$ cat config.mk
export PLATFORM = sky130hd
export DESIGN_NAME = decoder_select_sequencer
export DESIGN_NICKNAME = d
export VERILOG_FILES = /design/src/rtl/decoder_select_sequencer_pkg.sv /design/src/rtl/decoder_select_sequencer_counter.sv /design/src/rtl/decoder_select_sequencer.sv
export SDC_FILE = /design/constraint.sdc
export NUM_CORES = 1
export LEC_CHECK = 0
export ABC_AREA = 1
export BUFFER_PORTS_ARGS = -buffer_cell sky130_fd_sc_hd__buf_4
export CELL_PAD_IN_SITES_DETAIL_PLACEMENT = 2
export CELL_PAD_IN_SITES_GLOBAL_PLACEMENT = 2
export CORE_ASPECT_RATIO = 2
export CORE_MARGIN = 3
export CORE_UTILIZATION = 32
export DETAILED_ROUTE_END_ITERATION = 10
export PLACE_DENSITY_LB_ADDON = 0.12
export SYNTH_ARGS = -nofsm -noshare
export SYNTH_HDL_FRONTEND = slang
export SYNTH_SLANG_ARGS = --single-unit
export TNS_END_PERCENT = 50
$ cat constraint.sdc
create_clock -name clk -period 3.7 [get_ports clk]
set_input_delay 0.37 -clock clk [delete_from_list [all_inputs] [get_ports clk]]
set_output_delay 0.37 -clock clk [all_outputs]
set_load 0.02 [all_outputs]
$ cat src/rtl/decoder_select_sequencer_pkg.sv
// Shared definitions for the decoder self-test sequencer: mode codes, FSM states and
// the one-hot reference used to judge each decoder word.
package decoder_select_sequencer_pkg;

  localparam logic [1:0] ModeUp     = 2'b00;
  localparam logic [1:0] ModeDown   = 2'b01;
  localparam logic [1:0] ModeSingle = 2'b10;

  typedef enum logic [1:0] {
    StIdle = 2'b00,
    StRun  = 2'b01,
    StDone = 2'b10
  } state_e;

  function automatic logic [7:0] onehot8(input logic [2:0] code);
    return 8'b1 << code;
  endfunction

endpackage

$ cat src/rtl/decoder_select_sequencer_counter.sv
// 3-bit mod-8 up/down counter with synchronous load and enable; drives the select code.
module updown_counter3 (
  input  logic       clk,
  input  logic       rst,
  input  logic       load_i,
  input  logic [2:0] load_val_i,
  input  logic       en_i,
  input  logic       up_i,
  output logic [2:0] q_o
);

  logic [2:0] q_q, q_d;

  always_comb begin
    q_d = q_q;
    if (load_i) begin
      q_d = load_val_i;
    end else if (en_i) begin
      q_d = up_i ? q_q + 3'd1 : q_q - 3'd1;
    end
  end

  always_ff @(posedge clk or posedge rst) begin
    if (rst) begin
      q_q <= 3'd0;
    end else begin
      q_q <= q_d;
    end
  end

  assign q_o = q_q;

endmodule

$ cat src/rtl/decoder_select_sequencer.sv
// Sweeps or presents select codes to a 3-to-8 decoder and flags any output word that
// is not the expected one-hot value; the first failing code is kept in err_code.
module decoder_select_sequencer
  import decoder_select_sequencer_pkg::*;
#(
  parameter int unsigned STEP_DIV = 1
) (
  input  logic       clk,
  input  logic       rst,
  input  logic       start,
  input  logic       stop,
  input  logic [1:0] mode,
  input  logic [2:0] load_val,
  input  logic [7:0] dec_y,
  output logic [2:0] sel,
  output logic       busy,
  output logic       sweep_done,
  output logic       err,
  output logic [2:0] err_code
);

  localparam logic [3:0] PrescLast = 4'(STEP_DIV - 1);

  state_e     state_q, state_d;
  logic [3:0] presc_q, presc_d;
  logic [3:0] count_q, count_d;
  logic [1:0] mode_q, mode_d;
  logic       busy_q, busy_d;
  logic       done_q, done_d;
  logic       err_q, err_d;
  logic [2:0] err_code_q, err_code_d;

  logic       cnt_load, cnt_en, cnt_up;
  logic [2:0] sel_q;
  logic [3:0] last_count;

  updown_counter3 u_sel_cnt (
    .clk        (clk),
    .rst        (rst),
    .load_i     (cnt_load),
    .load_val_i (load_val),
    .en_i       (cnt_en),
    .up_i       (cnt_up),
    .q_o        (sel_q)
  );

  // Reserved mode 11 behaves as an up-sweep.
  assign cnt_up     = (mode_q != ModeDown);
  assign last_count = (mode_q == ModeSingle) ? 4'd0 : 4'd7;

  always_comb begin
    state_d    = state_q;
    presc_d    = presc_q;
    count_d    = count_q;
    mode_d     = mode_q;
    busy_d     = busy_q;
    done_d     = 1'b0;
    err_d      = err_q;
    err_code_d = err_code_q;
    cnt_load   = 1'b0;
    cnt_en     = 1'b0;

    unique case (state_q)
      StIdle: begin
        if (start) begin
          cnt_load   = 1'b1;
          mode_d     = mode;
          err_d      = 1'b0;
          err_code_d = 3'd0;
          presc_d    = 4'd0;
          count_d    = 4'd0;
          busy_d     = 1'b1;
          state_d    = StRun;
        end
      end
      StRun: begin
        if (stop) begin
          busy_d  = 1'b0;
          state_d = StIdle;
        end else if (presc_q == PrescLast) begin
          presc_d = 4'd0;
          count_d = count_q + 4'd1;
          if (dec_y != onehot8(sel_q) && !err_q) begin
            err_d      = 1'b1;
            err_code_d = sel_q;
          end
          if (count_q == last_count) begin
            busy_d  = 1'b0;
            done_d  = 1'b1;
            state_d = StDone;
          end else begin
            cnt_en = 1'b1;
          end
        end else begin
          presc_d = presc_q + 4'd1;
        end
      end
      StDone: begin
        state_d = StIdle;
      end
      default: begin
        state_d = StIdle;
        busy_d  = 1'b0;
      end
    endcase
  end

  always_ff @(posedge clk or posedge rst) begin
    if (rst) begin
      state_q    <= StIdle;
      presc_q    <= 4'd0;
      count_q    <= 4'd0;
      mode_q     <= ModeUp;
      busy_q     <= 1'b0;
      done_q     <= 1'b0;
      err_q      <= 1'b0;
      err_code_q <= 3'd0;
    end else begin
      state_q    <= state_d;
      presc_q    <= presc_d;
      count_q    <= count_d;
      mode_q     <= mode_d;
      busy_q     <= busy_d;
      done_q     <= done_d;
      err_q      <= err_d;
      err_code_q <= err_code_d;
    end
  end

  assign sel        = sel_q;
  assign busy       = busy_q;
  assign sweep_done = done_q;
  assign err        = err_q;
  assign err_code   = err_code_q;

endmodule

Word level (Yosys, flattened, before mapping)
Index checks and enable logic that the tools add are counted.

Equality and inequality tests: 12. Bitwise operators: 1. Add/sub/neg operators: 4. Shifts and indexed selects: 1. Reductions and logical operators: 12. Mux-type cells: 41.

Operators by type and width (number): $mux 3 (8); $mux 4 (5); $mux 1 (18); $pmux 4 s2 (2); $add 4x1->4 const B (2); $mux 2 (4); $ne 2x2->1 const B (4); $ne 8x8->1 (1); $reduce_and 4->1 (2); $shl 1x3->8 const A (1); $ne 3x3->1 const B (2); $pmux 3 s2 (1); $reduce_and 3->1 (2); $reduce_and 5->1 (1); $eq 2x2->1 const B (2); $eq 4x3->1 (1); $logic_not 4->1 (1); $pmux 2 s2 (1); $reduce_bool 2->1 (2); $add 3x1->3 const B (1); $pmux 1 s3 (1); $sub 3x1->3 const B (1); $eq 2x1->1 const B (1); $logic_not 2->1 (1); 6 further kinds (6).

Output and inout bits: 9. Word-level logic and storage cells: 80. Bits in registers: 21.

Longest topological paths before layout
Depth in word-level cells: 9. Depth in mapped cells: 13. Gate-level depth less buffers: 12.

Cells and area by module
From an unflattened synthesis, not the netlist that was laid out.

Cell total of the unflattened synthesis: 191. Area, all modules: 1355.0 µm².

Modules (own cells, without submodules): decoder_select_sequencer (sequential area each 450.4 µm², instances 1, area an instance 1159.9 µm², cells an instance 165); updown_counter3 (sequential area each 75.1 µm², instances 1, area an instance 195.2 µm², cells an instance 26).

Worst setup path before layout
Ideal clock, no wire load.

Kind: register -> register. Start point: register u_sel_cnt.q_q[1], in the netlist u_sel_cnt.q_o[1]. End point: register u_sel_cnt.q_q[2], in the netlist u_sel_cnt.q_o[2]. Clock period less this slack: 1.648 ns. Slack: 2.052 ns. Setup time: 0.127 ns. Data arrival time: 1.521 ns. Stages on the path, launching flop included: 10. Path buffers: 1. Cell sequence: dfrtp_1 buf_6 inv_2 fa_1 xnor2_1 a21oi_1 o21ai_0 nand2_1 nand2_1 o21ai_0.

Longest elaborated chain between the ends: 4.

RTL lines: from (decl) (line decoder_select_sequencer_counter.sv:12) `logic [2:0] q_q, q_d;`; from (signal assigned) (line decoder_select_sequencer_counter.sv:27) `q_q <= q_d;`; $sub 3x1->3 or $add 3x1->3 (tied branches) (line decoder_select_sequencer_counter.sv:19) `q_d = up_i ? q_q + 3'd1 : q_q - 3'd1;`; $mux 3 * (line decoder_select_sequencer_counter.sv:19); $mux 3 * (line decoder_select_sequencer_counter.sv:18) `end else if (en_i) begin`; $mux 3 * (line decoder_select_sequencer_counter.sv:16) `if (load_i) begin`.

Every way passes the cells marked *; elsewhere a longest branch is shown, timed or not. The select of a mux whose other input is x is not followed. A chain may end at the register's enable or synchronous reset.

Worst setup path after layout
Start point: register u_sel_cnt.q_q[0], in the netlist u_sel_cnt.q_o[0]. End point: register u_sel_cnt.q_q[2], in the netlist u_sel_cnt.q_o[2].

The elaborated chain is that of the path after synthesis.

==> flow_summary_export.csv <==
group,metric,value,unit
run_status,outcome,"finished, final reports clean",
detailed_routing,post_drt_wl_per_cell,15.1,um
layout,area_delta_synth_final,20.4,%
place,numPortBuffers,25,
synth,yosys.area_share.adder,4.48,%
synth,synth_top_flop_cell,"dfrtp_1",
grt,overflow,0,
clock_network,post_cts_buffers,0,
grt,grt_max_degree,22,
detailed_routing,ant_nets,0,
synth,synth_nets,194,
synth,synth_top_family_by_area,"simple AND/OR/NAND/NOR gates",
timing,grt_setup_unrepaired,"no",
synth,synth_top_cell_by_area,"dfrtp_1",
power,leakagePower,0.807,nW
detailed_routing,drcViolationCount,0,
clock_network,htreeDepth,1,
timing,whs,268,ps
clock_network,clockBufferDepth,2,
grt,grt.total_usage,17.9,%
setup_path,crit_path_end_kind,"flip-flop",
clock_network,clk_pin_slew,80,ps
timing,period_minus_slack,1880,ps
setup_path,slowest_stage,"dfrtp_1",
setup_path,cp.required,3850,ps
timing,slew_headroom,44.8,%
synth,synthTopCellsByCount,"nand2_1, inv_1, dfrtp_1",
detailed_routing,vias,1230,
die,start_util,33.4,%
clock_network,cts_hold_buffers,0,
clock_network,cts_tree,"done",
synth,syn_inst,173,
detailed_routing,dr.pass1.iters,2,
grt,grt_antenna_before_repair,0,
setup_path,crit_path_cell_trace,"inv_1 > fa_1 > xnor2_1 > a21oi_1 > o21ai_0 > nand2_1 > nand2_1 > o21ai_0",
setup_path,path_max_fanout,13,
detailed_routing,wirelength,3760,um
timing,tightest_slew,828,ps
synth,synth.top_cell.area_share,40.9,%
place,dpl_cell_area,0.00150,mm^2
grt,grt_pass1_wl,6570,um
clock_network,cts_root_buffer,"clkbuf_8",
synth,yosysUniqueCellTypes,25,
synth,synth-edff-count,0,
clock_network,clk_latency,270,ps
timing,setup_violations,0,
synth,yosysWarnings,0,
hold_path,hold_class,"primary input to async pin",
setup_path,path_class,"flip-flop to flip-flop",
layout,diodes,0,
synth,synth_mux_area_share,0,%
detailed_routing,drt_iter0_drc,19,
timing,hold_viol,0,
synth,synth-xor-area-share,2.04,%
die,die_area,0.00486,mm^2
synth,yosysMostFrequentCell,"nand2_1",
synth,ys_ff_latch,21,
layout,drive_above_1_share,22.7,%
clock_network,postCtsResizedCells,0,
die,core-area,0.00384,mm^2
setup_path,arrival,2030,ps
clock_network,clock_sinks,21,
power,ir_worst_vdd,0.305,mV
setup_path,crit_path_start_kind,"flip-flop",
timing,post-route-period-util,50.8,%
synth,yosys-top-cells-area,"dfrtp_1, nand2_1, inv_1",
die,die_w,50.8,um
clock_network,cts-buffers-inserted,3,
die,rows,32,
synth,synthSimpleGateAreaFrac,32.2,%
setup_path,cp_top_family,"flip-flops",
timing,finalMaxSlewViolations,0,
synth,synth_compound_area_share,9.54,%
layout,layout.nets,220,
synth,synth_area,0.00128,mm^2
detailed_routing,viasPerCell,4.94,
synth,postSynthAreaPerCell,7.43,um^2
timing,tns,0,ps
synth,async_flop_share,100,%
layout,fillCellCount,491,
place,post-place-ws,1830,ps
run,maxCapViolCount,0,
die,num_io_pins,26,
setup_path,critPathBufInv,1,
synth,ys_seq_area_share,40.9,%
timing,max_freq,532,MHz
place,gp_congestion,0.749,
power,p_per_area,787,mW/mm^2
timing,setup_slack,1820,ps
layout,fin_area,0.00155,mm^2
setup_path,slowest_delay,560,ps
die,die_h,95.6,um
timing,clock_skew,9.21,ps
grt,grt_pass1_vias,1441,
place,dp_hpwl,3180,um
layout make-up:
class	instances	area, um^2	area share, %
multi-input combinational	121	621	40.1
sequential	21	526	34.0
timing repair buffer	25	188	12.1
inverter	27	101	6.55
tap	51	63.8	4.12
clock buffer	3	41.3	2.67
clock inverter	1	7.51	0.485
sequential cells by signal, indices dropped and copies added (netlist names):
name           flops
err_code           3
busy               1
count_q            4
state_q            2
err                1
sweep_done         1
mode_q             2
presc_q            4
u_sel_cnt.q_o      3
power by group:
group / leakage [nW] / internal [mW] / switching, mW
Sequential: 0.276 / 0.309 / 0.0952
Combinational: 0.509 / 0.230 / 0.429
Clock: 0.0217 / 0.0761 / 0.0788
cell families after synthesis:
| kind of cell | after synthesis |
|---|---|
| AOI/OAI and AO/OA | 22 |
| xor gates and xnor gates | 3 |
| adders and majority gates | 4 |
| buffers and inverters | 31 |
| DFF | 21 |
| and+or+nand+nor | 92 |
cells in the final DEF (no fill, tap or decap), drive strengths merged, types with 2 or more instances in the layout:
cell type,n
inv,27
ha,3
nor3,2
dfrtp,21
nor2,19
o21ai,14
buf,25
nand2,51
o22ai,2
clkbuf,3
nand4,4
nand3,15
a21oi,4
xnor2,2
worst reg2reg max path: stages (launching register included):
cell	delay, ps
dfrtp_1	560
inv_1	170
fa_1	450
xnor2_1	180
a21oi_1	80
o21ai_0	100
nand2_1	80
nand2_1	70
o21ai_0	70
per-stage QoR:
step / utilization [%] / cells / total power [mW]
detailed placement: 39.0 / 245 / 1.09
CTS: 40.3 / 249 / 1.25
global placement: 39.0 / 245 / 1.05
finish: 40.3 / 249 / 1.22
global route: 40.3 / 249 / 1.36
floorplan: - / 173 / 0.878
routing by layer:
metal / wire [um] / GRT usage, %
met5: 0 / 0
met4: 55 / 5.39
met3: 74 / 1.56
met2: 2370 / 38.3
met1: 1260 / 16.8
final timing paths:
check,startpoint,slack (ps),cells after the start,to
worst max register to register,u_sel_cnt.q_o[0],1820,8,u_sel_cnt.q_o[2]
max in group asynchronous,rst,2920,2,presc_q[3]
min in group clk,stop,290,2,state_q[1]
worst min register to register,count_q[3],490,1,count_q[3]
worst max-delay path,u_sel_cnt.q_o[0],1820,8,u_sel_cnt.q_o[2]
worst min-delay path,rst,270,2,state_q[1]
Power figures use the tool's default switching activity.
